<file path="src/rtl/sidecar_pkg.sv">
// Shared types and default constants for the side-road vehicle detector.
package sidecar_pkg;

    // Controller-facing service state of the side road
    typedef enum logic [1:0] {
        ST_IDLE  = 2'd0,
        ST_WAIT  = 2'd1,
        ST_SERVE = 2'd2
    } state_e;

    localparam int DEB_CYCLES_DEF    = 4;
    localparam int QW_DEF            = 4;
    localparam int STARVE_CYCLES_DEF = 200;

    // Saturating increment toward an upper bound, used by the wait counter
    function automatic logic [15:0] sat_inc16(input logic [15:0] val, input logic [15:0] lim);
        logic [15:0] res;
        if (val >= lim) begin
            res = lim;
        end else begin
            res = val + 16'd1;
        end
        return res;
    endfunction

endpackage

</file>
<file path="src/rtl/sidecar_detector_sync_debounce.sv">
// Two-flop synchronizer followed by a consecutive-stable-cycle debounce filter.
// rise_pulse is a one-cycle pulse issued the cycle after the filtered level rises.
module sync_debounce
    import sidecar_pkg::*;
#(
    parameter int DEB_CYCLES = DEB_CYCLES_DEF
) (
    input  logic clk,
    input  logic rst,
    input  logic din,
    output logic level,
    output logic rise_pulse
);

    localparam int CW = $clog2(DEB_CYCLES + 1);

    logic          sync1_q, sync1_d;
    logic          sync2_q, sync2_d;
    logic          level_q, level_d;
    logic          level_dly_q, level_dly_d;
    logic          rise_q, rise_d;
    logic [CW-1:0] cnt_q, cnt_d;

    // Next-state logic: synchronizer shift, stability count, level flip and rise detect
    always_comb begin
        sync1_d     = din;
        sync2_d     = sync1_q;
        level_d     = level_q;
        cnt_d       = '0;
        level_dly_d = level_q;
        rise_d      = level_q & ~level_dly_q;
        if (sync2_q != level_q) begin
            if (cnt_q == CW'(DEB_CYCLES - 1)) begin
                level_d = sync2_q;
                cnt_d   = '0;
            end else begin
                cnt_d = cnt_q + CW'(1);
            end
        end else begin
            cnt_d = '0;
        end
    end

    // State registers, asynchronously cleared so a partial debounce is discarded
    always_ff @(posedge clk or posedge rst) begin
        if (rst) begin
            sync1_q     <= 1'b0;
            sync2_q     <= 1'b0;
            level_q     <= 1'b0;
            level_dly_q <= 1'b0;
            rise_q      <= 1'b0;
            cnt_q       <= '0;
        end else begin
            sync1_q     <= sync1_d;
            sync2_q     <= sync2_d;
            level_q     <= level_d;
            level_dly_q <= level_dly_d;
            rise_q      <= rise_d;
            cnt_q       <= cnt_d;
        end
    end

    assign level      = level_q;
    assign rise_pulse = rise_q;

endmodule

</file>
<file path="src/rtl/sidecar_detector.sv">
// Side-road vehicle detector: debounced loop sensor, vehicle queue counter,
// IDLE/WAIT/SERVE tracker and registered service request.
// Optional starvation monitor enabled by defining SIDECAR_STARVE_EN.
module sidecar_detector
    import sidecar_pkg::*;
#(
    parameter int DEB_CYCLES    = DEB_CYCLES_DEF,
    parameter int QW            = QW_DEF,
    parameter int STARVE_CYCLES = STARVE_CYCLES_DEF
) (
    input  logic          clk,
    input  logic          rst,
    input  logic          loop_raw,
    input  logic          sg,
    output logic          sidecar,
    output logic [QW-1:0] queue,
    output logic          overflow,
    output logic          starve
);

    localparam logic [QW-1:0] Q_MAX = {QW{1'b1}};

    logic          filt_level_s;
    logic          rise_s;
    logic          veh_pulse_s;
    logic [QW-1:0] queue_q, queue_d;
    logic          overflow_q, overflow_d;
    logic          sidecar_q, sidecar_d;
    state_e        state_q, state_d;

    sync_debounce #(
        .DEB_CYCLES (DEB_CYCLES)
    ) u_sync_debounce (
        .clk        (clk),
        .rst        (rst),
        .din        (loop_raw),
        .level      (filt_level_s),
        .rise_pulse (rise_s)
    );

    // The pulse always falls inside the filtered-high window; gating keeps the two consistent
    assign veh_pulse_s = rise_s & filt_level_s;

    // Queue update: arrivals with sg low, departures with sg high, both saturating
    always_comb begin
        queue_d    = queue_q;
        overflow_d = overflow_q;
        if (veh_pulse_s) begin
            if (sg) begin
                if (queue_q != '0) begin
                    queue_d = queue_q - QW'(1);
                end else begin
                    queue_d = queue_q;
                end
            end else begin
                if (queue_q == Q_MAX) begin
                    overflow_d = 1'b1;
                end else begin
                    queue_d = queue_q + QW'(1);
                end
            end
        end else begin
            queue_d = queue_q;
        end
        sidecar_d = (queue_q != '0);
    end

    // FSM next state from the current green indication and queue occupancy
    always_comb begin
        state_d = state_q;
        case (state_q)
            ST_IDLE: begin
                if (sg) begin
                    state_d = ST_SERVE;
                end else if (queue_q != '0) begin
                    state_d = ST_WAIT;
                end else begin
                    state_d = ST_IDLE;
                end
            end
            ST_WAIT: begin
                if (sg) begin
                    state_d = ST_SERVE;
                end else begin
                    state_d = ST_WAIT;
                end
            end
            ST_SERVE: begin
                if (sg) begin
                    state_d = ST_SERVE;
                end else if (queue_q != '0) begin
                    state_d = ST_WAIT;
                end else begin
                    state_d = ST_IDLE;
                end
            end
            default: begin
                state_d = ST_IDLE;
            end
        endcase
    end

    // Queue, overflow, request and FSM state registers
    always_ff @(posedge clk or posedge rst) begin
        if (rst) begin
            queue_q    <= '0;
            overflow_q <= 1'b0;
            sidecar_q  <= 1'b0;
            state_q    <= ST_IDLE;
        end else begin
            queue_q    <= queue_d;
            overflow_q <= overflow_d;
            sidecar_q  <= sidecar_d;
            state_q    <= state_d;
        end
    end

    assign queue    = queue_q;
    assign overflow = overflow_q;
    assign sidecar  = sidecar_q;

`ifdef SIDECAR_STARVE_EN
    localparam int WCW = $clog2(STARVE_CYCLES + 1);

    logic [WCW-1:0] wait_cnt_q, wait_cnt_d;
    logic           starve_q, starve_d;
    logic [15:0]    wait_inc_s;

    // Count clocks spent in WAIT (using the next state so leaving clears at once)
    always_comb begin
        wait_inc_s = sat_inc16(16'(wait_cnt_q), 16'(STARVE_CYCLES));
        if (state_d == ST_WAIT) begin
            wait_cnt_d = wait_inc_s[WCW-1:0];
        end else begin
            wait_cnt_d = '0;
        end
        starve_d = (wait_cnt_d >= WCW'(STARVE_CYCLES));
    end

    // Wait counter and starvation flag registers
    always_ff @(posedge clk or posedge rst) begin
        if (rst) begin
            wait_cnt_q <= '0;
            starve_q   <= 1'b0;
        end else begin
            wait_cnt_q <= wait_cnt_d;
            starve_q   <= starve_d;
        end
    end

    assign starve = starve_q;
`else
    assign starve = 1'b0;
`endif

endmodule

</file>
<file path="config.mk">
export PLATFORM = sky130hd
export DESIGN_NAME = sidecar_detector
export DESIGN_NICKNAME = d
export VERILOG_FILES = /design/src/rtl/sidecar_pkg.sv /design/src/rtl/sidecar_detector_sync_debounce.sv /design/src/rtl/sidecar_detector.sv
export SDC_FILE = /design/constraint.sdc
export NUM_CORES = 1
export LEC_CHECK = 0
export CAP_MARGIN = 10
export CORE_AREA = 3 3 42 44
export DETAILED_ROUTE_END_ITERATION = 12
export DIE_AREA = 0 0 45 47
export PLACE_DENSITY = 0.69
export SLEW_MARGIN = 0
export SYNTH_ARGS = -nofsm -noshare
export SYNTH_HDL_FRONTEND = slang
export SYNTH_SLANG_ARGS = --single-unit
</file>
<file path="constraint.sdc">
create_clock -name clk -period 1.45 [get_ports clk]
set_input_delay 0.2175 -clock clk [delete_from_list [all_inputs] [get_ports clk]]
set_output_delay 0.2175 -clock clk [all_outputs]
set_load 0.01 [all_outputs]
</file>
==> flow_metrics.py <==
metrics = {
    "run_status": {
        "status": "complete, but fails checks",
        "violations": "negative setup slack",
    },
    "clocking": {
        "clk_latency_ns": 0.28,
        "clockBufferDepth": 2,
        "htreeDepth": 1,
        "cts_made_buffers": 3,
        "cts_tree": "built",
        "clk_pin_slew_ns": 0.08,
        "cts_hold_buf": 0,
        "cts_root_buffer": "clkbuf_4",
        "clock_sinks": 14,
    },
    "grt": {
        "grt_busiest_layer": "met2",
        "grt.met3_usage_pct": 3.83,
        "antenna_found_initial": 0,
        "grt_usage_pct": 11.9,
        "use_met2_pct": 16.1,
        "grt_overflow": 0,
        "grt_pass1_vias": 370,
        "grt_max_degree": 15,
        "use_met1_pct": 14.5,
        "grt_pass1_wl_um": 1610,
    },
    "placed_design": {
        "portBuffers": 9,
        "gp_congestion": 0.725,
    },
    "synthesis": {
        "synth.top_cell.area_share_pct": 56.0,
        "yosys-top-cells-area": "dfrtp_1, ha_1, xnor2_1",
        "syn_area_um2": 626,
        "synthCells": 49,
        "syn_avg_cell_area_um2": 12.8,
        "ys_ff_latch": 14,
        "yosysTopAreaCell": "dfrtp_1",
        "synthDistinctLibCells": 23,
        "async_flop_share_pct": 100,
        "synth_edf_count": 0,
        "ys.flop_type": "dfrtp_1",
        "syn-num-nets": 57,
        "yosysWarnings": 0,
        "yosysSeqAreaShare_pct": 56.0,
    },
    "drt": {
        "drt-wirelength-per-cell_um": 12.1,
        "drc_errors": 0,
        "drtAntennaViolNets": 0,
        "num_vias": 428,
        "via_per_inst": 4.98,
        "dr.pass1.iters": 2,
        "drtIter0Drc": 4,
        "routed_wl_um": 1040,
    },
    "final_layout": {
        "syn_to_final_growth_pct": 33.0,
        "nets": 80,
        "final_util_pct": 56.5,
        "layout-drive-gt1-share_pct": 27.1,
        "fill_cells": 127,
        "antenna_cells": 0,
    },
    "setup_path": {
        "cp.buffers_inverters": 0,
        "slowest_delay_ns": 0.56,
        "reg2reg_setup_slack_ns": -0.08,
        "cpMaxStageDelayCell": "or4_4",
        "cp-start-kind": "register",
        "cp_max_fo": 4,
        "crit_arrival_ns": 1.70,
        "endpoint_kind": "register",
        "critPathTopFamily": "simple AND/OR/NAND/NOR gates",
        "path_cells": "or4_4, nor2_4, nor3_2, mux2_4",
        "worstSetupPathType": "register to register",
        "critPathRequiredTime_ns": 1.62,
    },
    "sta": {
        "tightest_slew_ns": 0.507,
        "fin_skew_ns": 0.00229,
        "fin_setup_tns_ns": -0.192,
        "fmax_mhz": 652,
        "grt_setup_unrepaired": "yes",
        "min_period_ns": 1.53,
        "fin_ws_ns": -0.0831,
        "min_period_over_period_pct": 106,
        "setup_viol_count_final": 4,
        "relSlewSlack_pct": 66.2,
        "slew_viol_final": 0,
        "hold_ws_ns": 0.257,
        "hold_viol": 0,
    },
    "pwr": {
        "power_density_mw_per_mm2": 1900,
        "power_mw": 1.58,
        "static-leakage-power_nw": 0.402,
        "peakVddDrop_v": 0.00107,
    },
    "floorplanning": {
        "ios": 11,
        "die_area_mm2": 0.00212,
        "rows": 14,
        "chipWidth_um": 45,
        "start_util_pct": 42.5,
        "core_mm2": 0.00147,
        "die_height_um": 47,
    },
    "run": {
        "maxCapViolCount": 0,
    },
    "min_path": {
        "hold_class": "primary input to async pin",
    },
}
## metrics by stage
step                worst slack [ns]  std cells  cell area, um^2
finish                       -0.0831         86              832
global route                  -0.133         86              832
CTS                          -0.0869         86              832
detailed placement            -0.351         82              800
global placement              -0.312         82              800
floorplan                     -0.109         49              629
## routing by layer
metal  part of all wire [%]  wire length, um  vias up
li1                       -                -      207
met5                      0                0        -
met2                     45              474        8
met1                     47              489      209
met4                    3.6               37        0
met3                    3.9               41        4
## what timing repair did
item | 4_1_cts | 5_1_grt
pin swaps | 3 | 2
gates cloned | 0 | 0
gates resized for setup | 7 | 0
endpoints found under the setup margin | 8 | 4
buffers inserted | 1 | 0
## report_power, final
group	internal (mW)	total [mW]	switching [mW]
clock network	0.0963	0.218	0.122
logic	0.429	0.757	0.329
registers	0.523	0.604	0.0811
total	1.05	1.58	0.532
## cell families after synthesis
kind of cell	synth area share [%]
multiplexers	7.40
XOR/XNOR	5.60
AND/OR/NAND/NOR	13.8
AO/OA/AOI/OAI	3.20
flip-flops	56.0
other	0.599
adder cells (fa/ha/maj)	9.20
buffers and inverters	4.20
## state kept, by name, summed over array words and instances, names as in the netlist
register / count
u_sync_debounce.rise_pulse: 1
sidecar: 1
queue: 4
u_sync_debounce.level: 1
u_sync_debounce.cnt_q: 3
u_sync_debounce.sync1_q: 1
overflow: 1
u_sync_debounce.sync2_q: 1
u_sync_debounce.level_dly_q: 1
## area by class of cell
class	instances	area, um^2	share of cell area [%]
tap	16	20.0	2.41
sequential	14	350	42.1
clock buffer	3	22.5	2.71
inverter	5	18.8	2.26
multi-input combinational	29	258	31.0
timing repair buffer	19	163	19.5
## cells in the final DEF, fill, tap and decap left out, types with 2 or more instances in the layout
master and n:
dfrtp_1 14, ha_1 3, dlygate4sd2_1 5, mux2i_1 2, xnor2_1 3, nand4_1 3, clkdlybuf4s50_1 4, nor2b_1 2
buf_4 9, clkbuf_4 3, nor3b_1 2, inv_1 5
## final timing paths
path | depth (start not counted) | from | end
min reg2reg | 0 | u_sync_debounce.sync1_q | u_sync_debounce.sync2_q
min | 2 | rst | overflow
min in group clk | 0 | u_sync_debounce.sync1_q | u_sync_debounce.sync2_q
max reg2reg | 4 | queue[1] | queue[2]
max | 4 | queue[1] | queue[2]
max in group asynchronous | 2 | rst | queue[0]
## synthesized netlist by cell type (2+ instances only)
master / n
dfrtp_1: 14
inv_1: 5
ha_1: 3
nand4_1: 3
xnor2_1: 3
mux2i_1: 2
nor2b_1: 2
nor3b_1: 2
No activity file was read; power rests on OpenSTA's default activity.
==> patch 1: new RTL, config.mk and constraints unchanged <==
The package constant `QW_DEF` goes from 4 to 3.
--- a/src/rtl/sidecar_pkg.sv
+++ b/src/rtl/sidecar_pkg.sv
@@ -11,3 +11,3 @@
     localparam int DEB_CYCLES_DEF    = 4;
-    localparam int QW_DEF            = 4;
+    localparam int QW_DEF            = 3;
     localparam int STARVE_CYCLES_DEF = 200;
Interface: changed (resized queue); port bits go from 11 to 10. The function was not compared with the original's and may differ.
==> patch 1 against the original RTL <==
- the flow still finishes with violations (setup timing)
- routed wire length rose by 6.1%
- first-iteration DRC count fell by 25%
- sequential share of layout area fell by 0.23 points
- largest power group unchanged
- clock power rose by 6%
- total power fell by 7.2%
- design area fell by 5.6%
- count of clock-buffer cells in the layout did not move
- sequential cell count fell by 1
- area after synthesis fell by 0.40%
- global-route usage fell by 0.26 points
- setup slack improved by 0.062 ns
==> patch 1: results (changes against the original RTL) <==
{
  "synth.area.top_cells": "dfrtp_1 (52%), nor3b_1 (4.8%), fa_1 (3.2%), inv_1 (3.0%), nor2b_1 (3.0%)",
  "largest_net_degree_at_the_start_of_global_routing": {"value": 14, "change": "-1"},
  "synth-compound-area-share": {"value": 0.137, "change": "+0.105"},
  "p_sw": {"value": 0.523, "unit": "mW", "change": "-1.7%"},
  "number_of_global_route_vias_before_repair": {"value": 409, "change": "+11%"},
  "setup_violations": {"value": 1, "change": "-3"},
  "run_status": "complete, but fails checks",
  "final_critical_path_setup_slack": {"value": -0.0214, "unit": "ns", "change": "+0.0617 ns"},
  "fin_skew": {"value": 0.00188, "unit": "ns", "change": "-0.000407 ns"},
  "gr-usage-all-layers": {"value": 0.117, "change": "-0.00261"},
  "detail_route.first_pass.iterations": {"value": 4, "change": "+2"},
  "power_leakage": {"value": 0.365, "unit": "nW", "change": "-9.2%"},
  "placed_cell_area": {"value": 747, "unit": "sq um", "change": "-6.6%"},
  "failed_checks": "setup timing",
  "synth_sequential_area_ratio": {"value": 0.522, "change": "-0.0379"},
  "post_synth.cell_area_avg": {"value": 11.8, "unit": "sq um", "change": "-7.9%"},
  "num-fill-cells": {"value": 132, "change": "+3.9%"},
  "place.detailed.instances": {"value": 80, "change": "-2.4%"},
  "synthTopCellsByCount": "dfrtp_1 (13), inv_1 (5), nor3b_1 (4)",
  "final_weighted_congestion_in_routability_driven_placement": {"value": 0.717, "change": "-1.1%"},
  "fin_nets": {"value": 77, "change": "-3.8%"},
  "grt_pass1_wl": {"value": 1.74, "unit": "mm", "change": "+7.7%"},
  "syn_nets": {"value": 59, "change": "+3.5%"},
  "vdd_ir_drop_max": {"value": 910, "unit": "uV", "change": "-15%"},
  "final_layout_size_suffix_gt1_frac": {"value": 0.343, "change": "+0.0714"}
}
## patch 1: cell count changes in the layout (fill, tap and decap cells not counted), moves of 2 or more
| cell | change |
|---|---|
| xnor2_1 | -2 |
| dfrtp_2 | +3 |
| nand4_1 | -2 |
| mux2i_1 | -2 |
| inv_1 | -3 |
| dfrtp_1 | -4 |
| a21oi_1 | +3 |
| ha_1 | -2 |
| or3_1 | +2 |
| inv_2 | +3 |
| buf_4 | -2 |
| nor3b_1 | +2 |
## patch 1: cell type report
cell class / instances / area share
Clock inverter: 1 / 0.00637
Clock buffer: 3 / 0.0287
Inverter: 5 / 0.0239
Sequential cell: 13 / 0.419
Timing Repair Buffer: 15 / 0.162
Multi-Input combinational cell: 33 / 0.334
Tap cell: 16 / 0.0255
## patch 1: cell families (layout without fill, tap and decap cells)
logic type | after synthesis | count (layout)
buffers and inverters | 7 | 24
AND/OR/NAND/NOR | 18 | 18
AO/OA/AOI/OAI | 10 | 10
adder cells (fa/ha/maj) | 2 | 2
XOR/XNOR | 1 | 1
other | 1 | 1
multiplexers | 1 | 1
flip-flops | 13 | 13
## patch 1: timing repair
item                       in CTS  in global routing
gates resized for setup         6                  0
setup endpoints to repair       5                  2
cloned                          0                  0
pin swaps                       2                  0
setup buffers                   2                  0
## patch 1: power groups by stage
stage               registers, mW  clock network, mW  logic [mW]
finish                      0.597              0.232       0.637
global route                0.610              0.251       0.711
CTS                         0.596              0.241       0.641
detailed placement          0.601                  0       0.634
global placement            0.592                  0       0.623
floorplan                   0.610                  0       0.399
## patch 1: through the flow
step           utilization  setup TNS [ns]  setup WS [ns]
2_1_floorplan            -         -0.0723        -0.0368
3_3_place_gp         0.508          -0.853         -0.388
3_5_place_dp         0.508          -0.927         -0.428
4_1_cts              0.534         -0.0336        -0.0229
5_1_grt              0.534          -0.171        -0.0923
6_report             0.534         -0.0214        -0.0214
## patch 1: metal layers
layer,share of wire,track usage
met2,0.43,0.172
met5,0,0
met3,0.061,0.0230
met4,0.024,0.0877
met1,0.48,0.151
## patch 1: worst paths after layout
path,slack (ns),start,cells after the start,endpoint
max,-0.02,queue[0]$_DFFE_PP0P_,4,queue[1]$_DFFE_PP0P_
min,0.24,rst,2,u_sync_debounce.cnt_q[2]$_DFF_PP0_
max reg2reg,-0.02,queue[0]$_DFFE_PP0P_,4,queue[1]$_DFFE_PP0P_
min reg2reg,0.36,u_sync_debounce.sync1_q$_DFF_PP0_,0,u_sync_debounce.sync2_q$_DFF_PP0_
max in group asynchronous,0.86,rst,2,queue[2]$_DFFE_PP0P_
min in group clk,0.36,u_sync_debounce.sync1_q$_DFF_PP0_,0,u_sync_debounce.sync2_q$_DFF_PP0_
## patch 1: critical path: stages, from the launching register on
cell	delay (ns)
dfrtp_2	0.38
inv_2	0.05
fa_2	0.58
nand2_1	0.05
a221o_1	0.30
==> patch 2: new RTL, same flow settings <==
Without the edit above. Add an input register stage for `loop_raw` and `sg`, cleared by the reset; this delays them by one clock.
--- a/src/rtl/sidecar_detector.sv
+++ b/src/rtl/sidecar_detector.sv
@@ -22,2 +22,15 @@
 
+    logic loop_raw_q;
+    logic sg_q;
+
+    always_ff @(posedge clk or posedge rst) begin
+        if (rst) begin
+            loop_raw_q <= '0;
+            sg_q       <= '0;
+        end else begin
+            loop_raw_q <= loop_raw;
+            sg_q       <= sg;
+        end
+    end
+
     logic          filt_level_s;
@@ -35,3 +48,3 @@
         .rst        (rst),
-        .din        (loop_raw),
+        .din        (loop_raw_q),
         .level      (filt_level_s),
@@ -48,3 +61,3 @@
         if (veh_pulse_s) begin
-            if (sg) begin
+            if (sg_q) begin
                 if (queue_q != '0) begin
@@ -72,3 +85,3 @@
             ST_IDLE: begin
-                if (sg) begin
+                if (sg_q) begin
                     state_d = ST_SERVE;
@@ -81,3 +94,3 @@
             ST_WAIT: begin
-                if (sg) begin
+                if (sg_q) begin
                     state_d = ST_SERVE;
@@ -88,3 +101,3 @@
             ST_SERVE: begin
-                if (sg) begin
+                if (sg_q) begin
                     state_d = ST_SERVE;
Check against the original RTL: not equivalent (Yosys sat finds a counterexample within 10 cycles, from zero or initial values and one cycle with rst high).
==> patch 2 against the original RTL <==
- first-iteration DRC count is the same
- design area grew 7.1%
- fmax grew 7.5%
- total power grew 8.8%
- area after synthesis grew 10%
- sequential cell count grew 2
- hold slack lost 0.13 ns
- setup slack gained 0.11 ns
- routed wire length shrank 5.8%
- count of clock-buffer cells in the layout grew 1
- die area is the same
- critical endpoint is now queue[3]$_DFFE_PP0P_
==> patch 2: results (changes against the original RTL) <==
{
  "syn_nets": {"value": 58, "change": "+1.8%"},
  "fin_skew": {"value": 0.00536, "unit": "ns", "change": "+0.00307 ns"},
  "final_layout_size_suffix_gt1_frac": {"value": 0.353, "change": "+0.0815"},
  "critical_path_arrival": {"value": 1.64, "unit": "ns", "change": "-0.06 ns"},
  "placed_cell_area": {"value": 842, "unit": "sq um", "change": "+5.3%"},
  "synth.area.top_cells": "dfrtp_1 (58%), ha_1 (5.5%), xnor2_1 (5.1%), nor3b_1 (3.3%), nor4_4 (3.1%)",
  "post_cts.repair.setup_buffers": {"value": 0, "change": "-1"},
  "p_per_area": {"value": 1930, "unit": "nW/um^2", "change": "+1.6%"},
  "largest_net_degree_at_the_start_of_global_routing": {"value": 13, "change": "-2"},
  "synth_fa_ha_area_frac": {"value": 0.0836, "change": "-0.00836"},
  "synthTopCellsByCount": "dfrtp_1 (16), inv_1 (5), xnor2_1 (4)",
  "post_drt_wl_per_cell": {"value": 11.7, "unit": "microns", "change": "-3.5%"},
  "routed_wl": {"value": 982, "unit": "microns", "change": "-5.8%"},
  "rr_endpoint": "queue[3]$_DFFE_PP0P_",
  "dp_worst_setup_slack": {"value": -0.0436, "unit": "ns", "change": "+0.308 ns"},
  "final_weighted_congestion_in_routability_driven_placement": {"value": 0.807, "change": "+11%"},
  "post_synthesis_instance_total": {"value": 50, "change": "+2.0%"},
  "post_synth_mux_area_share": {"value": 0.0673, "change": "-0.00673"},
  "run_status": "completed",
  "timing.final.crit_share": {"value": 0.983, "change": "-0.0741"},
  "reg2reg_depth": {"value": 5, "change": "+1"},
  "power_frac_clock": {"value": 0.167, "change": "+0.029"},
  "vias_per_cell": {"value": 4.85, "change": "-2.6%"},
  "synth_sequential_area_ratio": {"value": 0.582, "change": "+0.0218"},
  "fin_nets": {"value": 77, "change": "-3.8%"},
  "synthXorXnorAreaFrac": {"value": 0.0509, "change": "-0.00509"},
  "ff2ff_setup_slack": {"value": 0.02, "unit": "ns", "change": "+0.11 ns"},
  "power_leakage": {"value": 0.402, "unit": "nW", "change": "about the same"},
  "synth-compound-area-share": {"value": 0.0509, "change": "+0.0189"},
  "gr-usage-all-layers": {"value": 0.108, "change": "-0.0117"},
  "detail_route.first_pass.iterations": {"value": 2, "change": "unchanged"},
  "grt_pass1_wl": {"value": 1.57, "unit": "mm", "change": "-3.0%"},
  "diodes": {"value": 0, "change": "unchanged"},
  "number_of_global_route_vias_before_repair": {"value": 375, "change": "+1.4%"},
  "vdd_ir_drop_max": {"value": 917, "unit": "uV", "change": "-14%"},
  "p_int": {"value": 1.15, "unit": "mW", "change": "+10%"},
  "seq_power": {"value": 0.737, "unit": "mW", "change": "+22%"}
}
patch 2: logic make-up (layout without fill, tap and decap cells):
| family | count (synthesis) | in the layout |
|---|---|---|
| flops | 16 | 16 |
| simple gates | 11 | 11 |
| buf+inv | 6 | 24 |
| fa+ha+maj | 4 | 4 |
| compound gates | 4 | 4 |
| xor+xnor | 4 | 4 |
| mux | 4 | 4 |
| other cells | 1 | 1 |
patch 2: worst min path at each step:
stage                                            from                                 to  slack [ns]  depth (start not counted)
floorplan                                         rst               loop_raw_q$_DFF_PP0_        0.13                          1
global placement    u_sync_debounce.sync1_q$_DFF_PP0_  u_sync_debounce.sync2_q$_DFF_PP0_        0.34                          0
detailed placement  u_sync_debounce.sync1_q$_DFF_PP0_  u_sync_debounce.sync2_q$_DFF_PP0_        0.34                          0
CTS                                               rst                     sg_q$_DFF_PP0_        0.13                          2
global route                                      rst                     sg_q$_DFF_PP0_        0.14                          2
finish                                            rst                     sg_q$_DFF_PP0_        0.13                          2
patch 2: worst max-delay path, stage by stage, from the launching register on:
cell     delay, ns
dfrtp_2       0.45
ha_4          0.24
a21o_2        0.19
a21oi_2       0.14
mux2i_1       0.22
xnor2_1       0.13
patch 2: what timing repair did:
item                                    CTS  global route
endpoints found under the setup margin    6             3
pin swaps                                 4             4
resized for setup                         7             2
patch 2: layer usage:
layer,share of wire,vias to the layer above,GRT usage
met1,0.53,188,0.141
li1,-,205,-
met4,0.023,0,0.0702
met5,0,-,0
met2,0.40,10,0.161
met3,0.043,4,0.0230
patch 2: area by class of cell:
| cell class | count | area [sq um] |
|---|---|---|
| fill | 125 | 581 |
| sequential | 16 | 405 |
| multi-input combinational | 28 | 280 |
| timing repair buffer | 15 | 130 |
| clock buffer | 4 | 36.3 |
| tap | 16 | 20.0 |
| inverter | 5 | 18.8 |
